===== config.mk =====
export PLATFORM = sky130hd
export DESIGN_NAME = ddr2_local_traffic_gen_flat
export DESIGN_NICKNAME = d
export VERILOG_FILES = /design/src/rtl/ddr2_tg_pkg.sv /design/src/rtl/ddr2_local_traffic_gen_if.sv /design/src/rtl/ddr2_tg_checker.sv /design/src/rtl/ddr2_local_traffic_gen.sv /design/src/flat_wrapper.sv
export SDC_FILE = /design/constraint.sdc
export NUM_CORES = 1
export LEC_CHECK = 0
export CORE_AREA = 3 3 259 261
export DETAILED_ROUTE_END_ITERATION = 16
export DIE_AREA = 0 0 262 264
export GPL_ROUTABILITY_DRIVEN = 0
export GPL_TIMING_DRIVEN = 0
export PLACE_DENSITY_LB_ADDON = 0.12
export SYNTH_ARGS = -nofsm -noshare
export SYNTH_HDL_FRONTEND = slang
export SYNTH_HIERARCHICAL = 1
export SYNTH_SLANG_ARGS = --single-unit

===== constraint.sdc =====
create_clock -name phy_clk -period 3.2 [get_ports phy_clk]
set_clock_uncertainty 0.2 [all_clocks]
set_input_delay 0.64 -clock phy_clk [delete_from_list [all_inputs] [get_ports phy_clk]]
set_output_delay 0.64 -clock phy_clk [all_outputs]
set_load 0.01 [all_outputs]

===== src/rtl/ddr2_tg_pkg.sv =====
// Shared definitions for the DDR2 local-interface traffic generator.
//   tg_state_t   : sequencer states
//   pattern_word : deterministic beat pattern for a beat address
package ddr2_tg_pkg;

    typedef enum logic [2:0] {
        IDLE      = 3'd0,
        WAIT_INIT = 3'd1,
        WRITE     = 3'd2,
        READ      = 3'd3,
        DRAIN     = 3'd4,
        DONE      = 3'd5
    } tg_state_t;

    // Widest data bus the pattern generator covers; callers slice DATA_W bits.
    localparam int PAT_MAX_W = 1024;

    // Lane i of the beat at address a = {i[2:0], 4'b0000, a[24:0]}.
    function automatic logic [PAT_MAX_W-1:0] pattern_word(input logic [24:0] addr);
        logic [PAT_MAX_W-1:0] w;
        w = '0;
        for (int i = 0; i < PAT_MAX_W / 32; i++) begin
            w[i*32 +: 32] = {i[2:0], 4'b0000, addr};
        end
        return w;
    endfunction

endpackage


===== src/rtl/ddr2_local_traffic_gen_if.sv =====
// Controller local (Avalon-style) user interface.
//   master : traffic generator side (drives requests, receives read data)
//   slave  : controller side
interface ddr2_local_traffic_gen_if #(
    parameter int ADDR_W = 25,
    parameter int DATA_W = 256,
    parameter int SIZE_W = 3
);
    logic                  local_init_done;
    logic                  local_ready;
    logic [ADDR_W-1:0]     local_address;
    logic                  local_write_req;
    logic                  local_read_req;
    logic                  local_burstbegin;
    logic [SIZE_W-1:0]     local_size;
    logic [DATA_W/8-1:0]   local_be;
    logic [DATA_W-1:0]     local_wdata;
    logic [DATA_W-1:0]     local_rdata;
    logic                  local_rdata_valid;

    modport master (
        input  local_init_done, local_ready, local_rdata, local_rdata_valid,
        output local_address, local_write_req, local_read_req, local_burstbegin,
               local_size, local_be, local_wdata
    );

    modport slave (
        output local_init_done, local_ready, local_rdata, local_rdata_valid,
        input  local_address, local_write_req, local_read_req, local_burstbegin,
               local_size, local_be, local_wdata
    );
endinterface


===== src/rtl/ddr2_tg_checker.sv =====
// Read-side accounting and compare for the traffic generator.
//   load           : accepted start; reloads expected address, beat budget, clears errors
//   enable         : read data is meaningful (READ/DRAIN)
//   rdata_valid/rdata : returning read beats
//   read_accept    : a read burst was accepted this cycle
//   inflight_full  : read bursts in flight == MAX_OUTSTANDING
//   all_checked    : every expected beat has been compared
//   err_count / first_err_addr : mismatch statistics
module ddr2_tg_checker
    import ddr2_tg_pkg::*;
#(
    parameter int ADDR_W          = 25,
    parameter int DATA_W          = 256,
    parameter int SIZE_W          = 3,
    parameter int BURST_LEN       = 2,
    parameter int MAX_OUTSTANDING = 8
) (
    input  logic              clk,
    input  logic              rst_n,
    input  logic              load,
    input  logic [ADDR_W-1:0] cfg_start_addr,
    input  logic [15:0]       cfg_num_bursts,
    input  logic              enable,
    input  logic              rdata_valid,
    input  logic [DATA_W-1:0] rdata,
    input  logic              read_accept,
    output logic              inflight_full,
    output logic              all_checked,
    output logic [15:0]       err_count,
    output logic [ADDR_W-1:0] first_err_addr
);
    localparam int                BEATS_W   = 16 + SIZE_W;
    localparam logic [SIZE_W-1:0] LAST_BEAT = SIZE_W'(BURST_LEN - 1);

    logic                 beat_in;
    logic                 burst_ret;
    logic                 vld_q;
    logic                 mismatch;
    logic [SIZE_W-1:0]    rx_beat;
    logic [7:0]           inflight;
    logic [ADDR_W-1:0]    exp_addr;
    logic [ADDR_W-1:0]    addr_q;
    logic [DATA_W-1:0]    rdata_q;
    logic [BEATS_W-1:0]   beats_left;
    logic [PAT_MAX_W-1:0] pat_full;
    logic                 unused_pat;

    assign beat_in       = rdata_valid && enable;
    assign burst_ret     = beat_in && (rx_beat == LAST_BEAT);
    assign inflight_full = (inflight == 8'(MAX_OUTSTANDING));
    assign all_checked   = (beats_left == '0);

    assign pat_full   = pattern_word(25'(addr_q));
    // Lanes above DATA_W are never compared.
    assign unused_pat = ^pat_full;
    assign mismatch   = vld_q && (rdata_q != pat_full[DATA_W-1:0]);

    always_ff @(posedge clk or negedge rst_n) begin
        if (!rst_n) begin
            rx_beat  <= '0;
            inflight <= '0;
        end else if (load) begin
            rx_beat  <= '0;
            inflight <= '0;
        end else begin
            if (beat_in) begin
                rx_beat <= burst_ret ? '0 : rx_beat + 1'b1;
            end
            // Accept and burst return in the same cycle cancel out.
            if (read_accept && !burst_ret) begin
                inflight <= inflight + 8'd1;
            end else if (!read_accept && burst_ret) begin
                inflight <= inflight - 8'd1;
            end
        end
    end

    // Capture stage: the compare runs one cycle after the beat arrives.
    always_ff @(posedge clk or negedge rst_n) begin
        if (!rst_n) begin
            vld_q    <= 1'b0;
            rdata_q  <= '0;
            addr_q   <= '0;
            exp_addr <= '0;
        end else if (load) begin
            vld_q    <= 1'b0;
            exp_addr <= cfg_start_addr;
        end else begin
            vld_q <= beat_in;
            if (beat_in) begin
                rdata_q  <= rdata;
                addr_q   <= exp_addr;
                exp_addr <= exp_addr + 1'b1;
            end
        end
    end

    always_ff @(posedge clk or negedge rst_n) begin
        if (!rst_n) begin
            err_count      <= '0;
            first_err_addr <= '0;
            beats_left     <= '0;
        end else if (load) begin
            err_count      <= '0;
            first_err_addr <= '0;
            beats_left     <= BEATS_W'(cfg_num_bursts) * BEATS_W'(BURST_LEN);
        end else begin
            if (vld_q && beats_left != '0) begin
                beats_left <= beats_left - 1'b1;
            end
            if (mismatch) begin
                if (err_count == '0) begin
                    first_err_addr <= addr_q;
                end
                if (err_count != 16'hFFFF) begin
                    err_count <= err_count + 16'd1;
                end
            end
        end
    end

endmodule


===== src/rtl/ddr2_local_traffic_gen.sv =====
// DDR2 local-interface traffic generator: writes a pattern over a burst
// range, reads it back in order and reports pass/fail plus an error count.
//   phy_clk, reset_phy_clk_n : clock / async active-low reset
//   start, cfg_*             : test launch and range configuration
//   busy, done, pass, err_count, first_err_addr : status
//   local_bus                : master side of the controller local interface
//
// state     | meaning
// ----------+---------------------------------------------------------
// IDLE      | after reset, waiting for start
// WAIT_INIT | test armed, waiting for controller calibration
// WRITE     | issuing write beats back to back
// READ      | issuing read bursts, limited by in-flight count
// DRAIN     | all reads issued, waiting for the last beats to compare
// DONE      | result valid; start relaunches
module ddr2_local_traffic_gen
    import ddr2_tg_pkg::*;
#(
    parameter int ADDR_W          = 25,
    parameter int DATA_W          = 256,
    parameter int SIZE_W          = 3,
    parameter int BURST_LEN       = 2,
    parameter int MAX_OUTSTANDING = 8
) (
    input  logic              phy_clk,
    input  logic              reset_phy_clk_n,
    input  logic              start,
    input  logic [ADDR_W-1:0] cfg_start_addr,
    input  logic [15:0]       cfg_num_bursts,
    output logic              busy,
    output logic              done,
    output logic              pass,
    output logic [15:0]       err_count,
    output logic [ADDR_W-1:0] first_err_addr,
    ddr2_local_traffic_gen_if.master local_bus
);
    localparam logic [SIZE_W-1:0] LAST_BEAT  = SIZE_W'(BURST_LEN - 1);
    localparam logic [ADDR_W-1:0] BURST_STEP = ADDR_W'(BURST_LEN);

    tg_state_t            state;
    tg_state_t            state_nxt;
    logic [ADDR_W-1:0]    start_addr_q;
    logic [ADDR_W-1:0]    burst_addr;
    logic [15:0]          num_bursts_q;
    logic [15:0]          burst_cnt;
    logic [SIZE_W-1:0]    beat;
    logic                 start_ok;
    logic                 wr_accept;
    logic                 rd_accept;
    logic                 last_burst;
    logic                 last_beat;
    logic                 chk_enable;
    logic                 inflight_full;
    logic                 all_checked;
    logic [PAT_MAX_W-1:0] pat_full;
    logic                 unused_pat;

    assign start_ok   = start && (state == IDLE || state == DONE);
    assign wr_accept  = local_bus.local_write_req && local_bus.local_ready;
    assign rd_accept  = local_bus.local_read_req && local_bus.local_ready;
    assign last_burst = (burst_cnt == num_bursts_q - 16'd1);
    assign last_beat  = (beat == LAST_BEAT);
    assign chk_enable = (state == READ) || (state == DRAIN);

    assign pat_full   = pattern_word(25'(burst_addr + ADDR_W'(beat)));
    assign unused_pat = ^pat_full;

    always_ff @(posedge phy_clk or negedge reset_phy_clk_n) begin
        if (!reset_phy_clk_n) begin
            state <= IDLE;
        end else begin
            state <= state_nxt;
        end
    end

    always_comb begin
        state_nxt = state;
        case (state)
            IDLE, DONE: if (start) state_nxt = (cfg_num_bursts == 16'd0) ? DONE : WAIT_INIT;
            WAIT_INIT:  if (local_bus.local_init_done) state_nxt = WRITE;
            WRITE:      if (wr_accept && last_beat && last_burst) state_nxt = READ;
            READ:       if (rd_accept && last_burst) state_nxt = DRAIN;
            DRAIN:      if (all_checked) state_nxt = DONE;
            default:    state_nxt = IDLE;
        endcase
    end

    always_comb begin
        local_bus.local_write_req  = 1'b0;
        local_bus.local_read_req   = 1'b0;
        local_bus.local_burstbegin = 1'b0;
        local_bus.local_address    = '0;
        local_bus.local_wdata      = '0;
        local_bus.local_size       = SIZE_W'(BURST_LEN);
        local_bus.local_be         = '1;
        busy = 1'b0;
        done = 1'b0;
        pass = 1'b0;
        case (state)
            WAIT_INIT, DRAIN: busy = 1'b1;
            WRITE: begin
                busy                       = 1'b1;
                local_bus.local_write_req  = 1'b1;
                local_bus.local_burstbegin = (beat == '0);
                local_bus.local_address    = burst_addr;
                local_bus.local_wdata      = pat_full[DATA_W-1:0];
            end
            READ: begin
                busy                       = 1'b1;
                local_bus.local_read_req   = !inflight_full;
                local_bus.local_burstbegin = !inflight_full;
                local_bus.local_address    = burst_addr;
            end
            DONE: begin
                done = 1'b1;
                pass = (err_count == 16'd0);
            end
            default: ;
        endcase
    end

    // Request address/beat counters only move on acceptance, which keeps
    // address and data stable across stalls. The burst pointer rewinds to
    // the start address for the read pass.
    always_ff @(posedge phy_clk or negedge reset_phy_clk_n) begin
        if (!reset_phy_clk_n) begin
            start_addr_q <= '0;
            num_bursts_q <= '0;
            burst_addr   <= '0;
            burst_cnt    <= '0;
            beat         <= '0;
        end else if (start_ok) begin
            start_addr_q <= cfg_start_addr;
            num_bursts_q <= cfg_num_bursts;
            burst_addr   <= cfg_start_addr;
            burst_cnt    <= '0;
            beat         <= '0;
        end else if (wr_accept) begin
            if (last_beat) begin
                beat <= '0;
                if (last_burst) begin
                    burst_cnt  <= '0;
                    burst_addr <= start_addr_q;
                end else begin
                    burst_cnt  <= burst_cnt + 16'd1;
                    burst_addr <= burst_addr + BURST_STEP;
                end
            end else begin
                beat <= beat + 1'b1;
            end
        end else if (rd_accept) begin
            burst_cnt  <= burst_cnt + 16'd1;
            burst_addr <= burst_addr + BURST_STEP;
        end
    end

    ddr2_tg_checker #(
        .ADDR_W          (ADDR_W),
        .DATA_W          (DATA_W),
        .SIZE_W          (SIZE_W),
        .BURST_LEN       (BURST_LEN),
        .MAX_OUTSTANDING (MAX_OUTSTANDING)
    ) u_checker (
        .clk            (phy_clk),
        .rst_n          (reset_phy_clk_n),
        .load           (start_ok),
        .cfg_start_addr (cfg_start_addr),
        .cfg_num_bursts (cfg_num_bursts),
        .enable         (chk_enable),
        .rdata_valid    (local_bus.local_rdata_valid),
        .rdata          (local_bus.local_rdata),
        .read_accept    (rd_accept),
        .inflight_full  (inflight_full),
        .all_checked    (all_checked),
        .err_count      (err_count),
        .first_err_addr (first_err_addr)
    );

endmodule


===== src/flat_wrapper.sv =====
// flat-port wrapper written by rule: the top's interface ports become plain ports
module ddr2_local_traffic_gen_flat import ddr2_tg_pkg::*;
#(
    parameter int ADDR_W          = 25,
    parameter int DATA_W          = 256,
    parameter int SIZE_W          = 3,
    parameter int BURST_LEN       = 2,
    parameter int MAX_OUTSTANDING = 8
)
  (phy_clk, reset_phy_clk_n, start, cfg_start_addr, cfg_num_bursts, busy, done, pass, err_count, first_err_addr, local_bus_local_init_done, local_bus_local_ready, local_bus_local_rdata, local_bus_local_rdata_valid, local_bus_local_address, local_bus_local_write_req, local_bus_local_read_req, local_bus_local_burstbegin, local_bus_local_size, local_bus_local_be, local_bus_local_wdata);
  ddr2_local_traffic_gen_if #(.ADDR_W(ADDR_W), .DATA_W(DATA_W), .SIZE_W(SIZE_W)) local_bus_i ();
  input  logic phy_clk;
  input  logic reset_phy_clk_n;
  input  logic start;
  input  logic [ADDR_W-1:0] cfg_start_addr;
  input  logic [15:0] cfg_num_bursts;
  output logic busy;
  output logic done;
  output logic pass;
  output logic [15:0] err_count;
  output logic [ADDR_W-1:0] first_err_addr;
  input wire logic [$bits(local_bus_i.local_init_done)-1:0] local_bus_local_init_done;
  input wire logic [$bits(local_bus_i.local_ready)-1:0] local_bus_local_ready;
  input wire logic [$bits(local_bus_i.local_rdata)-1:0] local_bus_local_rdata;
  input wire logic [$bits(local_bus_i.local_rdata_valid)-1:0] local_bus_local_rdata_valid;
  output wire logic [$bits(local_bus_i.local_address)-1:0] local_bus_local_address;
  output wire logic [$bits(local_bus_i.local_write_req)-1:0] local_bus_local_write_req;
  output wire logic [$bits(local_bus_i.local_read_req)-1:0] local_bus_local_read_req;
  output wire logic [$bits(local_bus_i.local_burstbegin)-1:0] local_bus_local_burstbegin;
  output wire logic [$bits(local_bus_i.local_size)-1:0] local_bus_local_size;
  output wire logic [$bits(local_bus_i.local_be)-1:0] local_bus_local_be;
  output wire logic [$bits(local_bus_i.local_wdata)-1:0] local_bus_local_wdata;
  assign local_bus_i.local_init_done = local_bus_local_init_done;
  assign local_bus_i.local_ready = local_bus_local_ready;
  assign local_bus_i.local_rdata = local_bus_local_rdata;
  assign local_bus_i.local_rdata_valid = local_bus_local_rdata_valid;
  assign local_bus_local_address = local_bus_i.local_address;
  assign local_bus_local_write_req = local_bus_i.local_write_req;
  assign local_bus_local_read_req = local_bus_i.local_read_req;
  assign local_bus_local_burstbegin = local_bus_i.local_burstbegin;
  assign local_bus_local_size = local_bus_i.local_size;
  assign local_bus_local_be = local_bus_i.local_be;
  assign local_bus_local_wdata = local_bus_i.local_wdata;
  ddr2_local_traffic_gen #(.ADDR_W(ADDR_W), .DATA_W(DATA_W), .SIZE_W(SIZE_W), .BURST_LEN(BURST_LEN), .MAX_OUTSTANDING(MAX_OUTSTANDING)) u_core (.phy_clk(phy_clk), .reset_phy_clk_n(reset_phy_clk_n), .start(start), .cfg_start_addr(cfg_start_addr), .cfg_num_bursts(cfg_num_bursts), .busy(busy), .done(done), .pass(pass), .err_count(err_count), .first_err_addr(first_err_addr), .local_bus(local_bus_i));
endmodule

### After elaboration in Yosys (flattened, before gate mapping)

Index checks and enable logic that the tools add are counted.

* add/subtract/negate cells: 11
* equality and inequality tests: 17
* multiplexer cells: 45
* bitwise logic cells: 1
* reductions and logical operators: 39

Operators by type and width (count)
* 2-to-1 mux 25 bit: 11
* 2-to-1 mux 256 bit: 1
* inequality test 256 bit: 1
* 2-to-1 mux 16 bit: 8
* 2-to-1 mux 19 bit: 2
* 2-to-1 mux 3 bit: 12
* adder 16 x 1 -> 16 bit, second input constant: 2
* logical NOT 16 bit: 2
* adder 25 x 1 -> 25 bit, second input constant: 1
* adder 25 x 2 -> 25 bit, second input constant: 1
* adder 25 x 3 -> 25 bit: 1
* 2-to-1 mux 8 bit: 3
* logical NOT 19 bit: 1
* nonzero test 19 bit: 1
* subtractor 19 x 1 -> 19 bit, second input constant: 1
* == test 16 bit: 1
* inequality test 16 bit, second input constant: 1
* subtractor 16 x 1 -> 16 bit, second input constant: 1
* one-hot mux 3 bit (5 select lines): 1
* logical AND 1 bit: 12
* nonzero test 2 bit: 6
* == test 3 x 1 -> 1 bit, second input constant: 3
* adder 8 x 1 -> 8 bit, second input constant: 1
* == test 8 x 4 -> 1 bit, second input constant: 1
* 18 further kinds: 38

* bits in registers: 466
* input bits: 303
* word-level logic and storage cells: 128

### Depth between registers and ports, before layout

* depth after elaboration: 9
* gate-level depth with buffers: 17
* depth with buffers taken out: 16

### Cells and area by module

The synthesis kept the hierarchy.

Modules (own cells, without submodules)
* ddr2_tg_checker: times used 1, cells each 2069, area each 17870.9 µm², seq. area each 9459.1 µm²
* ddr2_local_traffic_gen: times used 1, cells each 1004, area each 7943.9 µm², seq. area each 2202.1 µm²

### Least setup slack after synthesis

OpenSTA, ideal clock, no wires.

* path type: flip-flop to flip-flop
* start: register u_core.u_checker.inflight[1]
* end: register u_core.u_checker.inflight[7]
* library setup time: 0.132 ns
* data arrival time: 3.318 ns
* data required time: 2.868 ns
* path slack: -0.450 ns
* cell stages (with the launch flop): 16
* cell sequence: dfrtp_1 -> nor2_1 -> and4b_1 -> nor4bb_1 -> inv_1 -> nor2_1 -> nand2_1 -> ha_1 -> a21o_1 -> a21oi_1 -> nor2b_1 -> o21a_1 -> o41ai_1 -> mux2i_1 -> xor2_1 -> nor2_1

* cells in the longest elaborated chain, start to end: 7

Ends and longest elaborated chain
* from (decl): RTL line ddr2_tg_checker.sv:40 `logic [7:0] inflight;`
* from (signal assigned): RTL line ddr2_tg_checker.sv:71 `inflight <= inflight + 8'd1;`
* from (signal assigned): RTL line ddr2_tg_checker.sv:73 `inflight <= inflight - 8'd1;`
* == test 8 x 4 -> 1 bit *: RTL line ddr2_tg_checker.sv:50 `assign inflight_full = (inflight == 8'(MAX_OUTSTANDING));`
* net u_core.inflight_full: RTL line ddr2_local_traffic_gen.sv:53 `logic inflight_full;`
* logical NOT 1 bit *: RTL line ddr2_local_traffic_gen.sv:110 `local_bus.local_read_req = !inflight_full;`
* 2-to-1 mux 1 bit *: RTL line ddr2_local_traffic_gen.sv:99 `case (state)`
* net local_bus_local_read_req: RTL line flat_wrapper.sv:28 `output wire logic [$bits(local_bus_i.local_read_req)-1:0] local_bus_local_read_req;`
* logical AND 1 bit *: RTL line ddr2_local_traffic_gen.sv:60 `assign rd_accept = local_bus.local_read_req && local_bus.local_ready;`
* net u_core.rd_accept: RTL line ddr2_local_traffic_gen.sv:49 `logic rd_accept;`
* logical AND 1 bit or logical NOT 1 bit (tied branches): RTL line ddr2_tg_checker.sv:70, ddr2_tg_checker.sv:72
* 2-to-1 mux 8 bit or logical AND 1 bit (tied branches): RTL line ddr2_tg_checker.sv:70, ddr2_tg_checker.sv:72
* 2-to-1 mux 8 bit or nonzero test 3 bit (tied branches)

The timed path passes the listed nets; every way through them passes the cells marked *. The select of a mux whose other input is x is not followed.
A chain may end at the register's enable or synchronous reset.

### Worst setup path in the final report

* start: register u_core.burst_addr[11]
* end: output port local_bus_local_wdata[83]

* cells in the longest elaborated chain, start to end: 2

Ends and longest elaborated chain
* from (decl): RTL line ddr2_local_traffic_gen.sv:43 `logic [ADDR_W-1:0] burst_addr;`
* from (signal assigned): RTL line ddr2_local_traffic_gen.sv:135 `burst_addr <= cfg_start_addr;`
* from (signal assigned): RTL line ddr2_local_traffic_gen.sv:143 `burst_addr <= start_addr_q;`
* from (signal assigned): RTL line ddr2_local_traffic_gen.sv:146 `burst_addr <= burst_addr + BURST_STEP;`
* adder 25 x 3 -> 25 bit: RTL line ddr2_local_traffic_gen.sv:65 `assign pat_full = pattern_word(25'(burst_addr + ADDR_W'(beat)));`
* 2-to-1 mux 256 bit: RTL line ddr2_local_traffic_gen.sv:99
* to (decl): RTL line flat_wrapper.sv:32 `output wire logic [$bits(local_bus_i.local_wdata)-1:0] local_bus_local_wdata;`

No other way between the ends.

==> metrics.cfg <==
[status]
outcome=finished with violations
failed_checks=setup timing

[global_routing]
met3_usage_pct=5.20
grt_pass1_wl_mm=146
grt_max_degree=115
gr-usage-met2_pct=45.3
top_usage_layer=met2
antenna_found_initial=7
grt-ovfl-total=0
grt_pass1_vias=22900
grt_usage_pct=28.2
use_met1_pct=38.6

[floorplan]
die_y_um=264
core_area_um2=64700
die_w_um=262
pin_count=666
fp-row-count=93
dieArea_um2=69200
start_util_pct=39.9

[timing]
rsz0062_at_grt=yes
post-route-period-util_pct=117
slew_violations=0
setup_viol=348
layout_setup_ws_ns=-0.554
period_needed_ns=3.75
tns_ns=-75.38
maxSlewHeadroom_pct=33.1
fmax_ghz=0.266
worstMarginPinSlew_ns=1.00
finalHoldViolations=0

[finish]
drive_above_1_share_pct=23.7
seq_area_um2=11700
multi_input_area_um2=12600
area_growth_pct=46.0
fin_nets=4241
fillers=5867

[worst_setup_path]
worst-r2r-setup-slack_ns=-0.25
worst_setup_path_start_kind=flip-flop
crit_chain=buf_6, nand4_1, nor2_2, buf_6, nand4_1, or3_4, a21oi_4, buf_6, buf_6, buf_6, buf_6
endpoint_kind=output pin
cp_slowest_stage_delay_ns=0.45
cp_common_cell=buf_6
worstSetupPathType=flip-flop to output pin
critPathRequiredTime_ns=2.36
path_max_fanout=4
crit_arrival_ns=2.91
crit_path_top_delay_cell=or3_4

[logic_synthesis]
syn_area_um2=25800
async_flop_share_pct=100
synth-simple-area-share_pct=28.0
synthCells=3073
yosys_warnings=6
synth_fa_ha_area_share_pct=1.08
synth_top_family_by_area=simple AND/OR/NAND/NOR gates
ys_ff_latch=466
ys_types=71
synth_edf_count=0
ys.flop_type=dfrtp_1
synth_mux_area_share_pct=2.27
ys_seq_area_share_pct=45.2
synth_xor_xnor_area_share_pct=7.63
synth-compound-area-share_pct=5.01
syn_avg_cell_area_um2=8.40

[placement]
dpl_worst_slack_ns=-1.61
hpwl_mm=74.8
port_buffers=586

[clock_network]
cts_tree=yes
clock_latency_ns=0.61
htree_levels=2
cts.clk_slew.worst_paths_ns=0.06
cts_buffer_depth=3
clockRootBuffer=clkbuf_16
clock-sinks=466
numCtsBuffers=53

[detailed_routing]
drt-initial-drc-count=1751
first_pass_iters=5
detail-route-antenna-nets=0
routed_wl_mm=102
vias=24200
viasPerCell=5.03
drc_errors=0
wl_per_cell_um=21.2

[pwr]
cellLeakagePower_nw=17.8
vdd_drop_max_uv=496
power.density_nw_per_um2=822

[run]
maxCapViolations=0

[hold_path]
hp-class=flip-flop to flip-flop

-- cell type report --
cell class                      count  share of cell area (%)
Buffer                            389                    7.91
Antenna cell                        6                  0.0398
Timing Repair Buffer              753                    19.7
Tap cell                          855                    2.84
Inverter                           26                   0.299
Clock buffer                       76                    4.23
Sequential cell                   466                    31.1
Clock inverter                     20                   0.558
Multi-Input combinational cell   2228                    33.3
-- through the flow --
step / area, um2 / power, mW / hold slack (ns) / util (%) / cells
6_report: 37700 / 31.0 / 0.277 / 58.2 / 4819
5_1_grt: 37700 / 32.8 / 0.292 / 58.2 / 4816
4_1_cts: 36400 / 30.0 / 0.274 / 56.3 / 4767
3_5_place_dp: 33200 / 23.2 / 0.258 / 51.3 / 4595
3_3_place_gp: 33100 / 22.9 / 0.250 / 51.1 / 4591
2_1_floorplan: 26200 / 17.8 / 0.144 / - / 3150
-- worst paths after layout --
check / startpoint / endpoint / cells past startpoint
setup / recovery: u_core/burst_addr[11] / local_bus_local_wdata[83] / 11
hold / removal: u_core/u_checker/rdata_q[26] / u_core/u_checker/rdata_q[26] / 2
setup reg to reg: u_core/state[0] / u_core/u_checker/inflight[7] / 15
hold reg to reg: u_core/u_checker/rdata_q[26] / u_core/u_checker/rdata_q[26] / 2
max in group asynchronous: reset_phy_clk_n / u_core/u_checker/rdata_q[104] / 4
min in group asynchronous: reset_phy_clk_n / u_core/u_checker/beats_left[11] / 2
-- state kept, by name, summed over array words and instances (netlist names), 8 cells and up --
name	cells
u_core/burst_addr	25
u_core/burst_cnt	16
u_core/num_bursts_q	16
u_core/start_addr_q	25
u_core/u_checker/addr_q	25
u_core/u_checker/beats_left	19
u_core/u_checker/err_count	16
u_core/u_checker/exp_addr	25
u_core/u_checker/first_err_addr	25
u_core/u_checker/inflight	8
u_core/u_checker/rdata_q	256
-- worst max-delay path: cells and delay by family, from the launching register on --
kind                   cells  cell delay, ns
flip-flops                 1            0.34
buffers and inverters      6            0.67
AO/OA/AOI/OAI              1            0.27
AND/OR/NAND/NOR            4            1.04
-- report_power, final --
group / switching, mW / internal [mW] / leakage [nW] / total, mW
Sequential: 2.72 / 8.41 / 5.82 / 11.1
Combinational: 7.00 / 6.54 / 11.1 / 13.5
Clock: 2.60 / 3.70 / 0.898 / 6.30
Total: 12.3 / 18.7 / 17.8 / 31.0
-- cells in the final DEF, fill, tap and decap left out, drive strengths merged, types with 53 or more instances in the layout --
cell type / synthesis / final
nand2b: 59 / 59
conb: 2 / 79
nor2: 108 / 108
o21ai: 76 / 76
mux2i: 53 / 53
nor3: 58 / 58
buf: 296 / 605
xnor2: 165 / 165
clkdlybuf4s50: 0 / 396
nand4: 54 / 54
nand2: 1084 / 1084
dfrtp: 466 / 466
xor2: 60 / 60
clkbuf: 135 / 191
-- cells by family after synthesis --
family / Yosys count
AOI/OAI and AO/OA: 213
buffers and inverters: 457
other: 2
xor gates and xnor gates: 225
muxes: 58
DFF: 466
and+or+nand+nor: 1631
adders and majority gates: 21
-- metal layers --
| metal | wire, um | vias up |
|---|---|---|
| li1 | - | 11400 |
| met1 | 42500 | 11700 |
| met2 | 47700 | 998 |
| met3 | 8590 | 175 |
| met4 | 3340 | 4 |
| met5 | 28 | - |
-- synthesized netlist by cell type, types with 17 or more instances --
master	number	area share, %
a21oi_1	50	0.97
and2_1	29	0.70
and3_1	48	1.2
buf_4	266	7.7
clkbuf_1	134	1.9
dfrtp_1	466	45
ha_1	19	0.92
inv_1	23	0.33
mux2i_1	53	2.1
nand2_1	1084	16
nand2b_1	59	1.4
nand3_1	50	0.97
nand4_1	54	1.3
nor2_1	106	1.5
nor3_1	58	1.1
nor4_1	42	1.0
o211ai_1	26	0.76
o21ai_0	74	1.4
o22ai_1	17	0.41
or3_1	27	0.65
xnor2_1	165	5.6
xor2_1	60	2.0
-- timing repair --
item / CTS / global route
gates cloned: 1 / 0
pin swaps: 55 / 59
hold endpoints to repair: 32 / 0
buffers inserted: 96 / 73
endpoints found under the setup margin: 645 / 649
hold buffers: 1 / 0
gates resized for setup: 686 / 454
Power figures use the tool's default switching activity.
